<file path="config.mk">
export PLATFORM = sky130hd
export DESIGN_NAME = damage_calc_arbiter
export DESIGN_NICKNAME = d
export VERILOG_FILES = /design/src/rtl/damage_calc_arbiter.sv
export SDC_FILE = /design/constraint.sdc
export NUM_CORES = 1
export LEC_CHECK = 0
export BUFFER_PORTS_ARGS = -buffer_cell sky130_fd_sc_hd__buf_2
export CAP_MARGIN = 10
export CORE_ASPECT_RATIO = 1.4
export CORE_MARGIN = 2
export CORE_UTILIZATION = 45
export CTS_CLUSTER_DIAMETER = 150
export DETAILED_ROUTE_END_ITERATION = 10
export HOLD_SLACK_MARGIN = 0.05
export PLACE_DENSITY = 0.82
export SKIP_CTS_REPAIR_TIMING = 1
export SYNTH_ARGS = -nofsm -noshare
export SYNTH_HDL_FRONTEND = slang
export SYNTH_SLANG_ARGS = --single-unit
</file>
<file path="constraint.sdc">
create_clock -name clk -period 5.3 [get_ports clk]
set_input_delay 0.265 -clock clk [delete_from_list [all_inputs] [get_ports clk]]
set_output_delay 0.265 -clock clk [all_outputs]
set_load 0.01 [all_outputs]
</file>
<file path="src/rtl/damage_calc_arbiter.sv">
// Round-robin arbiter sharing one damage calculator between NUM_REQ unit lanes.
// Optional WAIT-state watchdog enabled by defining DAMAGE_ARB_TIMEOUT_EN.
module damage_calc_arbiter #(
  parameter int NUM_REQ = 4,
  parameter int DATA_W  = 16,
  parameter int IDX_W   = 2,
  parameter int TIMEOUT = 255
) (
  input  logic                      clk,
  input  logic                      reset,
  input  logic                      round_en,
  input  logic [NUM_REQ-1:0]        req,
  input  logic [NUM_REQ*DATA_W-1:0] req_atk,
  input  logic [NUM_REQ*DATA_W-1:0] req_def,
  output logic [NUM_REQ-1:0]        grant,
  output logic [NUM_REQ-1:0]        resp_valid,
  output logic [DATA_W-1:0]         resp_dmg,
  output logic                      calc_start,
  output logic [DATA_W-1:0]         calc_atk,
  output logic [DATA_W-1:0]         calc_def,
  input  logic                      calc_done,
  input  logic [DATA_W-1:0]         calc_dmg,
  output logic                      busy,
  output logic                      timeout_err
);

  typedef enum logic [1:0] {
    IDLE  = 2'd0,
    START = 2'd1,
    WAIT  = 2'd2,
    RESP  = 2'd3
  } state_t;

  state_t             state;
  state_t             state_next;
  logic [IDX_W-1:0]   ptr;
  logic [IDX_W-1:0]   win;
  logic [IDX_W-1:0]   cand;
  logic               found;
  logic               timed_out;

  // Round-robin search: the lane after the last winner has highest priority.
  always_comb begin
    found = 1'b0;
    win   = ptr;
    cand  = ptr;
    for (int k = 1; k <= NUM_REQ; k++) begin
      cand = IDX_W'((int'(ptr) + k) % NUM_REQ);
      if (!found && req[cand]) begin
        found = 1'b1;
        win   = cand;
      end else begin
        found = found;
      end
    end
  end

`ifdef DAMAGE_ARB_TIMEOUT_EN
  localparam int CNT_W = ($clog2(TIMEOUT + 1) > 8) ? $clog2(TIMEOUT + 1) : 8;
  logic [CNT_W-1:0] wait_cnt;

  // A done arriving on the final WAIT cycle takes precedence over the timeout.
  assign timed_out = (state == WAIT) && !calc_done && (wait_cnt == CNT_W'(TIMEOUT - 1));

  // WAIT cycle counter, held at zero outside WAIT so it restarts on every entry.
  always_ff @(posedge clk or posedge reset) begin
    if (reset) begin
      wait_cnt <= '0;
    end else if (state != WAIT) begin
      wait_cnt <= '0;
    end else begin
      wait_cnt <= wait_cnt + CNT_W'(1);
    end
  end
`else
  assign timed_out = 1'b0;
`endif

  // State register.
  always_ff @(posedge clk or posedge reset) begin
    if (reset) begin
      state <= IDLE;
    end else begin
      state <= state_next;
    end
  end

  // Next-state logic.
  always_comb begin
    state_next = state;
    case (state)
      IDLE: begin
        if (round_en && found) begin
          state_next = START;
        end else begin
          state_next = IDLE;
        end
      end
      START: state_next = WAIT;
      WAIT: begin
        if (calc_done || timed_out) begin
          state_next = RESP;
        end else begin
          state_next = WAIT;
        end
      end
      RESP:    state_next = IDLE;
      default: state_next = IDLE;
    endcase
  end

  // Registered outputs, pointer and operand latches.
  always_ff @(posedge clk or posedge reset) begin
    if (reset) begin
      ptr         <= IDX_W'(NUM_REQ - 1);
      grant       <= '0;
      resp_valid  <= '0;
      resp_dmg    <= '0;
      calc_start  <= 1'b0;
      calc_atk    <= '0;
      calc_def    <= '0;
      busy        <= 1'b0;
      timeout_err <= 1'b0;
    end else begin
      calc_start  <= (state_next == START);
      busy        <= (state_next != IDLE);
      timeout_err <= timed_out;
      case (state)
        IDLE: begin
          if (state_next == START) begin
            grant    <= {{(NUM_REQ-1){1'b0}}, 1'b1} << win;
            ptr      <= win;
            calc_atk <= req_atk[int'(win)*DATA_W +: DATA_W];
            calc_def <= req_def[int'(win)*DATA_W +: DATA_W];
          end
        end
        WAIT: begin
          if (state_next == RESP) begin
            resp_valid <= grant;
            resp_dmg   <= calc_done ? calc_dmg : {DATA_W{1'b0}};
          end
        end
        RESP: begin
          grant      <= '0;
          resp_valid <= '0;
        end
        default: begin
          grant      <= grant;
        end
      endcase
    end
  end

endmodule

</file>
==> PnR_summary.wiki, run 1 <==
{| class="wikitable"
! Metric !! Value
|-
| Fin crit share || 0.495
|-
| Final Hold Violating Endpoints || 0
|-
| Setup violators final || 0
|-
| Effective utilization at floorplan || 0.467
|-
| Max capacitance violation total || 0
|-
| Die height || 111 um
|-
| Number of buffers on the longest clock path || 2
|-
| Fraction of registers with async set/reset || 1.00
|-
| Worst slew pin tran || 1.19 ns
|-
| Number of flip-flops and latches in the synthesized netlist || 62
|-
| Area of the mapped netlist || 0.00366 mm2
|-
| Worst slew slack as a fraction of its limit || 0.204
|-
| Cell row count || 38
|-
| Launch point of the critical path || state[0]
|-
| Number of buffers created by CTS || 9
|-
| Critical path launch point type || flip-flop
|-
| Via-per-instance ratio || 5.24
|-
| CTS root buf || sky130_fd_sc_hd__clkbuf_8
|-
| Worst Setup Path Type || flip-flop to flip-flop
|-
| CP max FO || 33
|-
| Die Area || 0.00888 mm2
|-
| Mean instance size in the synthesized netlist || 11.4 um2
|-
| Final Net Count || 673
|-
| Required time worst endpoint || 5.45 ns
|-
| Total grt overflow || 0
|-
| CTS tree || built
|-
| Setup TNS || 0 ns
|-
| Top-level port count || 211
|-
| Routing usage on met3 || 0.0521
|-
| Post-detailed-route count of antenna-violating nets || 0
|-
| Clock latency on the worst-skew pair || 0.34 ns
|-
| Top cells by area in the synthesized netlist || sky130_fd_sc_hd__dfrtp_1, sky130_fd_sc_hd__mux2i_1, sky130_fd_sc_hd__a221oi_2
|-
| Total leakage power || 0.00260 uW
|-
| Weighted congestion at the end of routability-driven global placement || 0.800
|-
| Number of design-rule violations left by the first detailed-router iteration || 100
|-
| DRC Markers || 0
|-
| Input/output buffers || 209
|-
| Arrival time at the worst endpoint || 2.78 ns
|-
| Most common flop cell mapped by yosys || sky130_fd_sc_hd__dfrtp_1
|-
| First-pass iteration count of the detailed router || 4
|-
| Antenna diode instance count || 0
|-
| Total of warnings raised by yosys || 0
|-
| Reg2Reg Launch Point || state[0]
|-
| RSZ-0062 raised after global routing || false
|-
| Drt total wl || 9480 um
|-
| DR vias || 3253
|-
| Highest attainable clock frequency || 0.381 GHz
|-
| Worst vdd ir || 0.403 mV
|-
| Post-Syn Nets || 476
|-
| Worst setup skew after layout || 0.00465 ns
|-
| Post-Route Utilization || 0.609
|-
| Avg WL per Cell || 15.3 um
|-
| CTS sink count || 62
|-
| Layer with the highest usage || met2
|-
| Type of the most critical hold path || input pin to asynchronous set/reset pin
|-
| Largest net degree at the start of global routing || 68
|-
| Fraction of synthesized cell area taken by the top area cell type || 0.410
|-
| Power density cells || 520 mW/mm2
|-
| Unique masters post-synth || 38
|-
| Synthesis-to-layout area growth || 30.6%
|-
| Die boundary width || 80.2 um
|-
| Status || completed
|-
| Antenna violations before repair || 0
|-
| Global-route wire length before repair || 14800 um
|-
| Met2 layer usage reported by global route || 0.387
|-
| Cell count after synthesis || 320
|-
| Fraction of layout cells with a size suffix above 1 || 0.511
|-
| Number of synthesized flops with an enable pin || 0
|-
| Met1 Usage GRT || 0.229
|-
| Kind of end point of the critical path || flip-flop
|-
| Post-layout min period || 2.62 ns
|-
| Register clock-pin slew on the reported worst setup and hold paths || 0.06 ns
|-
| Share of synthesized area occupied by flip-flops and latches || 0.425
|-
| Core area || 0.00785 mm2
|-
| CTS HTree Levels || 3
|-
| All-layer global routing usage || 0.214
|-
| Cell type contributing the most total cell area after synthesis || sky130_fd_sc_hd__dfrtp_1
|-
| Via count of the first global-routing pass || 3225
|-
| Count of final max-slew check failures || 0
|-
| HPWL after detailed placement || 7160 um
|}
==> power by group <==
group          internal, uW  switching, uW
Sequential              697            126
Combinational           589            720
Clock                   179            173
==> sequential cells by signal, indices dropped and copies added (netlist names) <==
name and flops:
busy 1, calc_atk 16, calc_def 16, calc_start 1, grant 4, ptr 2
resp_dmg 16, resp_valid 4, state 2
==> cells by family (layout without fill, tap and decap cells) <==
logic type               Yosys count  after routing  share of synthesized area
AND/OR/NAND/NOR                   82             82                      0.101
AO/OA/AOI/OAI                     70             70                      0.199
multiplexers                      69             69                      0.189
flip-flops                        62             62                      0.425
buffers and inverters             32            233                     0.0721
adder cells (fa/ha/maj)            4              4                     0.0137
other                              1              1                    0.00102
==> cell usage after synthesis (all sizes together), types with 3 or more instances <==
library cell  number
o21ai             20
a221oi            32
ha                 4
nand3              3
mux2i             69
nand2             36
nor2              35
dfrtp             60
buf               24
inv                6
o211ai             5
==> per-stage QoR <==
| step | area (um2) | std cells | worst slack, ns | power [uW] | hold WS, ns |
|---|---|---|---|---|---|
| 2_1_floorplan | 3660 | 320 | 3.50 | 1830 | 0.399 |
| 3_3_place_gp | 4620 | 606 | 2.77 | 2100 | 0.464 |
| 3_5_place_dp | 4620 | 606 | 2.66 | 2150 | 0.474 |
| 4_1_cts | 4780 | 621 | 2.65 | 2510 | 0.140 |
| 5_1_grt | 4780 | 621 | 2.49 | 2660 | 0.157 |
| 6_report | 4780 | 621 | 2.68 | 2480 | 0.152 |
==> final timing paths <==
check                          endpoint  slack (ns)  depth (start not counted)
min                         resp_dmg[4]        0.15                          3
max in group asynchronous   calc_def[9]        4.65                          3
min in group clk           resp_dmg[14]        0.15                          3
max                        calc_def[15]        2.68                          7
max reg2reg                calc_def[15]        2.68                          7
min reg2reg                 resp_dmg[7]        0.49                          2
==> cells in the final DEF (no fill, tap or decap), types with 3 or more instances in the layout <==
cell	Yosys	routed
sky130_fd_sc_hd__mux2i_1	69	69
sky130_fd_sc_hd__dfrtp_1	60	60
sky130_fd_sc_hd__nand3_1	3	3
sky130_fd_sc_hd__clkbuf_1	2	3
sky130_fd_sc_hd__nor2_1	33	33
sky130_fd_sc_hd__buf_4	9	3
sky130_fd_sc_hd__ha_1	4	4
sky130_fd_sc_hd__a221oi_2	30	30
sky130_fd_sc_hd__buf_2	6	209
sky130_fd_sc_hd__clkbuf_8	0	10
sky130_fd_sc_hd__inv_1	5	4
sky130_fd_sc_hd__o211ai_1	5	5
sky130_fd_sc_hd__o21ai_1	19	19
sky130_fd_sc_hd__nand2_1	36	36
==> worst max-delay path, stage by stage, from the launching register on <==
cell                        delay (ns)
sky130_fd_sc_hd__dfrtp_1          0.36
sky130_fd_sc_hd__inv_1            0.08
sky130_fd_sc_hd__ha_1             0.21
sky130_fd_sc_hd__and2b_1          0.22
sky130_fd_sc_hd__o2bb2ai_2        0.18
sky130_fd_sc_hd__nand3b_4         0.22
sky130_fd_sc_hd__nor2_4           0.91
sky130_fd_sc_hd__a221oi_1         0.23
==> per-layer routing <==
layer | part of all wire | vias up
met5 | 0 | -
met4 | 0.025 | 0
met3 | 0.078 | 18
met2 | 0.52 | 146
met1 | 0.37 | 1517
li1 | - | 1572
==> layout make-up <==
cell class / count / area, um2
Sequential cell: 62 / 1550
Multi-Input combinational cell: 226 / 1850
Fill cell: 669 / 3070
Clock inverter: 2 / 10.0
Inverter: 6 / 22.5
Tap cell: 100 / 125
Timing Repair Buffer: 212 / 1070
Clock buffer: 13 / 149
Power figures use the tool's default switching activity.
==> inputs of run 2 (changes only) <==
ABC_AREA = 1   (was default)
PLACE_DENSITY = 0.79   (was 0.82)
clock period = 2.7 ns   (was 5.3 ns; I/O delays follow)
==> run 2 against run 1 <==
Effect of this change:
- via count grew 46%
- register-to-register slack lost 2.3 ns
- global-route usage grew 4.8 points
- clock power grew to 3.7 times the previous value
- count of clock-buffer cells in the layout shrank 4
- first-iteration DRC count grew to 2.7 times the previous value
- cell count grew 54%
- wire length grew 36%
- critical path type unchanged
==> PnR_summary.wiki, run 2 <==
{| class="wikitable"
! Metric !! Value
|-
| Status || completed
|-
| Number of cells on the critical path || 13 (+6)
|-
| Number of synthesized flops with an enable pin || 0 (unchanged)
|-
| Top flop regs || calc_atk x16, calc_def x16, resp_dmg x16
|-
| Most common flop cell mapped by yosys || sky130_fd_sc_hd__dfrtp_1
|-
| Most Frequent Cell on Critical Path || sky130_fd_sc_hd__nand2_1
|-
| CTS tree || built
|-
| All-layer global routing usage || 0.261 (+0.0479)
|-
| Die Area || 0.0101 mm2 (+14%)
|-
| Power density cells || 1340 mW/mm2 (+160%)
|-
| Net switching power || 3660 uW (+260%)
|-
| Register clock-pin slew on the reported worst setup and hold paths || 0.06 ns (about the same)
|-
| Die height || 118 um (+6.7%)
|-
| Post-route worst setup slack || 0.346 ns (-2.33 ns)
|-
| Via-per-instance ratio || 4.97 (-5.0%)
|-
| HPWL after detailed placement || 9310 um (+30%)
|-
| Core area || 0.00903 mm2 (+15%)
|-
| Combinational family with the most area after synthesis || simple AND/OR/NAND/NOR gates
|-
| CTS root buf || sky130_fd_sc_hd__clkbuf_16
|-
| Type of the most critical hold path || input pin to asynchronous set/reset pin
|-
| Global-route wire length before repair || 21200 um (+43%)
|-
| Minimum setup slack after placement || 0.357 ns (-2.30 ns)
|-
| RSZ-0062 raised after global routing || false
|-
| Setup TNS || 0 ns (unchanged)
|-
| Critical path's slowest cell || sky130_fd_sc_hd__dfstp_2
|-
| Post-detailed-route count of antenna-violating nets || 0 (unchanged)
|-
| Worst Setup Path Type || flip-flop to flip-flop
|-
| Synth top cells by count || sky130_fd_sc_hd__nand2_1, sky130_fd_sc_hd__nand3_1, sky130_fd_sc_hd__inv_1, sky130_fd_sc_hd__dfrtp_1, sky130_fd_sc_hd__buf_2
|-
| Worst path bufs/invs || 2 (+1)
|-
| Count of final max-slew check failures || 0 (unchanged)
|-
| Unique masters post-synth || 23 (-39%)
|-
| Cell row count || 41 (+7.9%)
|-
| Simple-Gate Fraction of Synth Area || 0.458 (+0.356)
|-
| Worst slew pin tran || 0.810 ns (-0.384 ns)
|-
| Xor and xnor area share after synthesis || 0 (unchanged)
|-
| First-pass iteration count of the detailed router || 4 (unchanged)
|-
| Fraction of registers with async set/reset || 1.00 (unchanged)
|-
| Cell Int Power || 3790 uW (+160%)
|-
| Total of warnings raised by yosys || 0 (unchanged)
|-
| Final Net Count || 1002 (+49%)
|-
| Arrival time at the worst endpoint || 2.57 ns (-0.21 ns)
|-
| CP max FO || 22 (-33%)
|-
| Mux cell area share after synthesis || 0 (-0.189)
|-
| Avg WL per Cell || 13.5 um (-12%)
|-
| Number of design-rule violations left by the first detailed-router iteration || 269 (+170%)
|-
| Synthesis-to-layout area growth || 33.4%
|-
| Share of synthesized cell area in full adder, half adder and majority cells || 0.0120 (-0.00171)
|-
| Highest attainable clock frequency || 0.425 GHz (+11%)
|-
| Largest net degree at the start of global routing || 63 (-7.4%)
|-
| Total leakage power || 0.00350 uW (+35%)
|-
| End of the worst register-to-register path || calc_def[10]
|-
| CTS sink count || 62 (unchanged)
|-
| Worst slew slack as a fraction of its limit || 0.460 (+0.256)
|-
| Clock latency on the worst-skew pair || 0.33 ns (about the same)
|-
| Post-Syn Nets || 810 (+70%)
|-
| Effective utilization at floorplan || 0.463 (-0.00323)
|-
| CTS HTree Levels || 3 (unchanged)
|-
| Worst vdd ir || 1.01 mV (+150%)
|-
| Hold_ws || 0.0235 ns (-0.128 ns)
|-
| Weighted congestion at the end of routability-driven global placement || 0.861 (+7.6%)
|-
| Number of buffers on the longest clock path || 2 (unchanged)
|-
| Share of synthesized area occupied by flip-flops and latches || 0.372 (-0.0531)
|-
| Part of the power in registers || 0.213 (-0.118)
|-
| Worst setup skew after layout || 0.00866 ns (+0.00402 ns)
|-
| Antenna diode instance count || 0 (unchanged)
|-
| Drt total wl || 12900 um (+36%)
|-
| Most used cells in the layout excluding fill and tap cells || sky130_fd_sc_hd__nand2_1, sky130_fd_sc_hd__buf_2, sky130_fd_sc_hd__nand3_1, sky130_fd_sc_hd__inv_1, sky130_fd_sc_hd__dfrtp_1
|-
| Critical path launch point type || flip-flop
|-
| DRC Markers || 0 (unchanged)
|-
| Final Hold Violating Endpoints || 0 (unchanged)
|-
| DR vias || 4760 (+46%)
|-
| Die boundary width || 85.5 um (+6.6%)
|-
| Via count of the first global-routing pass || 4555 (+41%)
|-
| Reg2Reg Launch Point || ptr[0]
|-
| Stage delay of the slowest cell on the critical path || 0.66 ns (-0.25 ns)
|-
| Worst-case reg-to-reg path depth || 13 (+6)
|-
| Top cells by area in the synthesized netlist || sky130_fd_sc_hd__dfrtp_1, sky130_fd_sc_hd__nand2_1, sky130_fd_sc_hd__nand3_1
|-
| Cell type contributing the most total cell area after synthesis || sky130_fd_sc_hd__dfrtp_1
|-
| Area of the mapped netlist || 0.00418 mm2 (+14%)
|-
| Input/output buffers || 209 (unchanged)
|-
| Antenna violations before repair || 0 (unchanged)
|-
| Worst path top cell family by delay || simple AND/OR/NAND/NOR gates
|-
| Top-level port count || 211 (unchanged)
|-
| Fraction of synthesized cell area taken by the top area cell type || 0.359 (-0.0513)
|-
| Switching part of the total power || 0.491 (+0.0809)
|-
| Required time worst endpoint || 2.92 ns (-2.53 ns)
|-
| Total grt overflow || 0 (unchanged)
|-
| Most common cell after layout, fill and taps aside || sky130_fd_sc_hd__nand2_1
|-
| Setup violators final || 0 (unchanged)
|-
| Kind of end point of the critical path || flip-flop
|-
| Launch point of the critical path || ptr[0]
|-
| Count leader, synth || sky130_fd_sc_hd__nand2_1
|-
| Number of flip-flops and latches in the synthesized netlist || 62 (unchanged)
|-
| Cell count after synthesis || 654 (+100%)
|-
| Crit path cell chain || inv_2, nand2_1, nand2_2, nand2_1, nand2_1, inv_2, nand3_2, nand2_2, nand2_1, nand2_1, nand2_1, nand3_1, nand2_1
|-
| Number of buffers created by CTS || 9 (unchanged)
|-
| Fraction of layout cells with a size suffix above 1 || 0.305 (-0.206)
|-
| Mean instance size in the synthesized netlist || 6.40 um2 (-44%)
|-
| Max capacitance violation total || 0 (unchanged)
|-
| Fin crit share || 0.872 (+0.377)
|-
| Clock group share of total power || 0.175 (+0.033)
|-
| Post-layout min period || 2.35 ns (-0.270 ns)
|-
| Share of total power in combinational logic || 0.612 (+0.085)
|-
| Compound-Gate Fraction of Synth Area || 0.0323 (-0.166)
|-
| Minimum setup slack among reg-to-reg paths || 0.35 ns (-2.33 ns)
|-
| Worst setup path endpoint || calc_def[10]
|}
==> run 2: cell count changes after synthesis, moves of 5 or more <==
| cell | previous run | this run |
|---|---|---|
| sky130_fd_sc_hd__o211ai_1 | 5 | 0 |
| sky130_fd_sc_hd__nor2_1 | 33 | 5 |
| sky130_fd_sc_hd__a221oi_2 | 30 | 0 |
| sky130_fd_sc_hd__inv_1 | 5 | 75 |
| sky130_fd_sc_hd__nand2_1 | 36 | 267 |
| sky130_fd_sc_hd__o21ai_1 | 19 | 9 |
| sky130_fd_sc_hd__nand3_1 | 3 | 151 |
| sky130_fd_sc_hd__o21ai_0 | 1 | 16 |
| sky130_fd_sc_hd__nand2_2 | 0 | 7 |
| sky130_fd_sc_hd__buf_2 | 6 | 25 |
| sky130_fd_sc_hd__mux2i_1 | 69 | 0 |
==> run 2: layout make-up <==
| type | count | area [um2] |
|---|---|---|
| clock buffer | 9 | 225 |
| tap | 107 | 134 |
| inverter | 80 | 303 |
| sequential | 62 | 1550 |
| timing repair buffer | 221 | 1150 |
| multi-input combinational | 472 | 2100 |
| fill | 907 | 3450 |
| clock inverter | 6 | 111 |
==> run 2: layer usage <==
metal | vias to the layer above | track usage | routed length, um
met4 | 0 | 0.125 | 463
met5 | - | 0 | 0
met1 | 2134 | 0.324 | 5100
li1 | 2423 | - | -
met2 | 171 | 0.437 | 6570
met3 | 32 | 0.0414 | 763
==> run 2: logic make-up (layout without fill, tap and decap cells) <==
family / after synthesis / count (layout)
compound gates: 27 / 27
fa+ha+maj: 4 / 4
buf+inv: 120 / 316
flops: 62 / 62
other cells: 1 / 1
simple gates: 440 / 440
==> run 2: tightest hold or removal path, stage by stage <==
cell	delay, ns
sky130_fd_sc_hd__buf_2	0.10
sky130_fd_sc_hd__inv_2	0.03
sky130_fd_sc_hd__buf_4	0.61
==> run 2: worst min-delay path by stage <==
stage	startpoint	endpoint	slack [ns]	cells past startpoint
finish	reset	calc_atk[11]	0.02	3
global route	calc_dmg[8]	resp_dmg[8]	0.06	3
CTS	calc_dmg[2]	resp_dmg[2]	0.05	3
detailed placement	calc_dmg[2]	resp_dmg[2]	0.40	3
global placement	calc_dmg[2]	resp_dmg[2]	0.39	3
floorplan	calc_dmg[0]	resp_dmg[0]	0.28	2
==> run 2: per-stage QoR <==
step / instances / power [uW] / util / cell area (um2)
finish: 957 / 7450 / 0.618 / 5580
global placement: 942 / 6120 / 0.581 / 5240
global route: 957 / 8200 / 0.618 / 5580
CTS: 957 / 7510 / 0.618 / 5580
floorplan: 654 / 5010 / - / 4180
detailed placement: 942 / 6180 / 0.581 / 5240
==> run 2: power groups by stage <==
stage | logic (uW) | registers, uW | clock network [uW]
after floorplan | 3280 | 1730 | 0
after global placement | 4540 | 1590 | 0
after detailed placement | 4590 | 1590 | 0
after CTS | 4590 | 1590 | 1330
after global routing | 5190 | 1640 | 1380
final | 4560 | 1590 | 1310
==> inputs of run 3 (changes only) <==
CORE_UTILIZATION = 48   (was 45)
CTS_BUF_LIST = sky130_fd_sc_hd__clkbuf_4   (was default)
PLACE_DENSITY = 0.84   (was 0.79)
SETUP_SLACK_MARGIN = 0.5   (was default)
==> run 3 against run 2 <==
Effect of this change:
- highest routed layer unchanged
- fmax up 7.3%
- clock power down 43%
- worst hold slack better by 0.044 ns
- sequential share of layout area down 1.7 points
- global-route usage increased by 0.52 points
- wire length is 13% higher
- register-to-register slack better by 0.16 ns
- worst setup slack gained 0.16 ns
- total power grew 5.5%
- count of clock-buffer cells in the layout rose by 1
- first-iteration DRC count grew 29%
- cell count increased by 3.6%
==> PnR_summary.wiki, run 3 (same netlist as run 2, synthesis figures left out) <==
{| class="wikitable"
! Metric !! Value
|-
| Post-layout min period || 2.19 ns (-0.161 ns)
|-
| Antenna violations before repair || 0 (unchanged)
|-
| Effective utilization at floorplan || 0.492 (+0.0283)
|-
| Via-per-instance ratio || 5.16 (+3.7%)
|-
| Final-layout fill cell count || 738 (-19%)
|-
| CTS HTree Levels || 3 (unchanged)
|-
| Die height || 114 um (-3.1%)
|-
| Worst path bufs/invs || 2 (unchanged)
|-
| Worst setup skew after layout || 0.0139 ns (+0.00525 ns)
|-
| Status || completed
|-
| Arrival time at the worst endpoint || 2.56 ns (about the same)
|-
| Power density cells || 1320 mW/mm2 (-0.84%)
|-
| Core area || 0.00851 mm2 (-5.8%)
|-
| Final Net Count || 1036 (+3.4%)
|-
| Die Area || 0.00949 mm2 (-6.0%)
|-
| Number of buffers on the longest clock path || 2 (unchanged)
|-
| Drt total wl || 14600 um (+13%)
|-
| Worst vdd ir || 0.872 mV (-14%)
|-
| Final Hold Violating Endpoints || 0 (unchanged)
|-
| CP max FO || 34 (+55%)
|-
| Worst Setup Path Type || flip-flop to flip-flop
|-
| Worst slew pin tran || 0.792 ns (-0.0179 ns)
|-
| Worst path top cell family by delay || simple AND/OR/NAND/NOR gates
|-
| Input/output buffers || 209 (unchanged)
|-
| Critical path launch point type || flip-flop
|-
| Total grt overflow || 0 (unchanged)
|-
| Post-route cell area || 0.00594 mm2 (+6.4%)
|-
| DR vias || 5111 (+7.4%)
|-
| Stage delay of the slowest cell on the critical path || 0.64 ns (-0.02 ns)
|-
| CTS root buf || sky130_fd_sc_hd__clkbuf_4
|-
| Largest net degree at the start of global routing || 63 (unchanged)
|-
| First-pass iteration count of the detailed router || 5 (+1)
|-
| Clock latency on the worst-skew pair || 0.42 ns (+0.09 ns)
|-
| Fraction of layout cells with a size suffix above 1 || 0.316 (+0.0117)
|-
| HPWL after detailed placement || 9330 um (+0.23%)
|-
| Total leakage power || 0.00364 uW (+3.8%)
|-
| Die boundary width || 82.9 um (-3.0%)
|-
| Via count of the first global-routing pass || 4573 (+0.40%)
|-
| Register clock-pin slew on the reported worst setup and hold paths || 0.11 ns (+0.05 ns)
|-
| RSZ-0062 raised after global routing || true
|-
| All-layer global routing usage || 0.267 (+0.00525)
|-
| Cell row count || 40 (-2.4%)
|-
| Worst slew slack as a fraction of its limit || 0.472 (+0.0119)
|-
| Kind of end point of the critical path || flip-flop
|-
| Most common cell after layout, fill and taps aside || sky130_fd_sc_hd__nand2_1
|-
| Top flop regs || calc_atk x16, calc_def x16, resp_dmg x16
|-
| Number of buffers created by CTS || 9 (unchanged)
|-
| DRC Markers || 0 (unchanged)
|-
| Count of final max-slew check failures || 0 (unchanged)
|-
| Post-detailed-route count of antenna-violating nets || 0 (unchanged)
|-
| CTS sink count || 62 (unchanged)
|-
| Fin crit share || 0.812 (-0.0596)
|-
| Number of design-rule violations left by the first detailed-router iteration || 346 (+29%)
|-
| Top-level port count || 211 (unchanged)
|-
| Type of the most critical hold path || input pin to flip-flop
|-
| Setup violators final || 0 (unchanged)
|-
| Synthesis-to-layout area growth || 41.9%
|-
| Setup TNS || 0 ns (unchanged)
|-
| Crit path cell chain || buf_4, nand2_1, nand2_2, nand2_1, nand2_2, nand2_4, nand2_1, nand2_1, nand2_1, nand2_4, inv_8, nand2_1, nand2_1, nand2_1, nand2_1
|-
| Highest attainable clock frequency || 0.456 GHz (+7.3%)
|-
| Critical path's slowest cell || sky130_fd_sc_hd__dfstp_2
|-
| Weighted congestion at the end of routability-driven global placement || 0.886 (+2.9%)
|-
| CTS tree || built
|-
| Max capacitance violation total || 0 (unchanged)
|-
| Most used cells in the layout excluding fill and tap cells || sky130_fd_sc_hd__nand2_1, sky130_fd_sc_hd__buf_2, sky130_fd_sc_hd__nand3_1, sky130_fd_sc_hd__inv_1, sky130_fd_sc_hd__dfrtp_1
|-
| Standard cell area after detailed placement || 0.00522 mm2 (-0.43%)
|-
| Avg WL per Cell || 14.7 um (+9.4%)
|-
| Required time worst endpoint || 3.06 ns (+0.14 ns)
|-
| Minimum setup slack among reg-to-reg paths || 0.51 ns (+0.16 ns)
|-
| Most Frequent Cell on Critical Path || sky130_fd_sc_hd__nand2_1
|-
| Global-route wire length before repair || 20700 um (-2.5%)
|}
==> run 3: cell types whose count changed in the layout (fill, tap and decap cells not counted), sizes merged <==
cell	delta
buf	+12
clkinvlp	+2
bufinv	-1
clkinv	-1
nand2	+1
diode	+1
dlygate4sd3	+17
clkbuf	+5
==> run 3: path summary, 6_finish.rpt <==
check / startpoint / end / cells past startpoint
setup / recovery: ptr[0] / calc_def[14] / 15
max in group asynchronous: reset / calc_def[10] / 4
setup reg to reg: ptr[0] / calc_def[14] / 15
hold / removal: round_en / busy / 5
hold reg to reg: calc_def[3] / calc_def[3] / 2
min in group asynchronous: reset / resp_dmg[7] / 4
==> run 3: layout make-up <==
type | instances | area (um2) | share of cell area
multi-input combinational | 473 | 2200 | 0.371
timing repair buffer | 254 | 1570 | 0.264
clock buffer | 10 | 75.1 | 0.0126
inverter | 80 | 318 | 0.0535
antenna | 1 | 2.50 | 0.000422
tap | 105 | 131 | 0.0221
sequential | 62 | 1550 | 0.262
clock inverter | 6 | 86.3 | 0.0145
==> run 3: power breakdown <==
group	leakage (uW)	switching (uW)	internal, uW	total, uW
logic	0.00277	3430	2100	5520
registers	0.000794	258	1340	1600
clock network	0.0000763	361	382	743
==> run 3: worst register-to-register path, cell delays in order (launching register included) <==
cell,delay [ns]
sky130_fd_sc_hd__dfstp_2,0.64
sky130_fd_sc_hd__buf_4,0.15
sky130_fd_sc_hd__nand2_1,0.06
sky130_fd_sc_hd__nand2_2,0.09
sky130_fd_sc_hd__nand2_1,0.07
sky130_fd_sc_hd__nand2_2,0.11
sky130_fd_sc_hd__nand2_4,0.11
sky130_fd_sc_hd__nand2_1,0.09
sky130_fd_sc_hd__nand2_1,0.07
sky130_fd_sc_hd__nand2_1,0.12
sky130_fd_sc_hd__nand2_4,0.14
sky130_fd_sc_hd__inv_8,0.21
sky130_fd_sc_hd__nand2_1,0.11
sky130_fd_sc_hd__nand2_1,0.07
sky130_fd_sc_hd__nand2_1,0.05
sky130_fd_sc_hd__nand2_1,0.06
==> run 3: metal layers <==
| layer | wire, um | vias up | global-route usage |
|---|---|---|---|
| li1 | - | 2503 | - |
| met1 | 5550 | 2319 | 0.329 |
| met2 | 7640 | 251 | 0.460 |
| met3 | 1030 | 38 | 0.0541 |
| met4 | 386 | 0 | 0.104 |
| met5 | 0 | - | 0 |
==> run 3: per-stage QoR <==
| step | std cells | hold WS, ns | util | setup WS [ns] | power (uW) |
|---|---|---|---|---|---|
| after floorplan | 654 | 0.283 | - | 0.899 | 5010 |
| after detailed placement | 939 | 0.409 | 0.614 | 0.285 | 6130 |
| final | 991 | 0.0674 | 0.698 | 0.507 | 7860 |
| after global placement | 939 | 0.391 | 0.614 | 0.391 | 6050 |
| after global routing | 990 | 0.0728 | 0.697 | 0.426 | 8530 |
| after CTS | 955 | -0.0633 | 0.633 | 0.284 | 6890 |
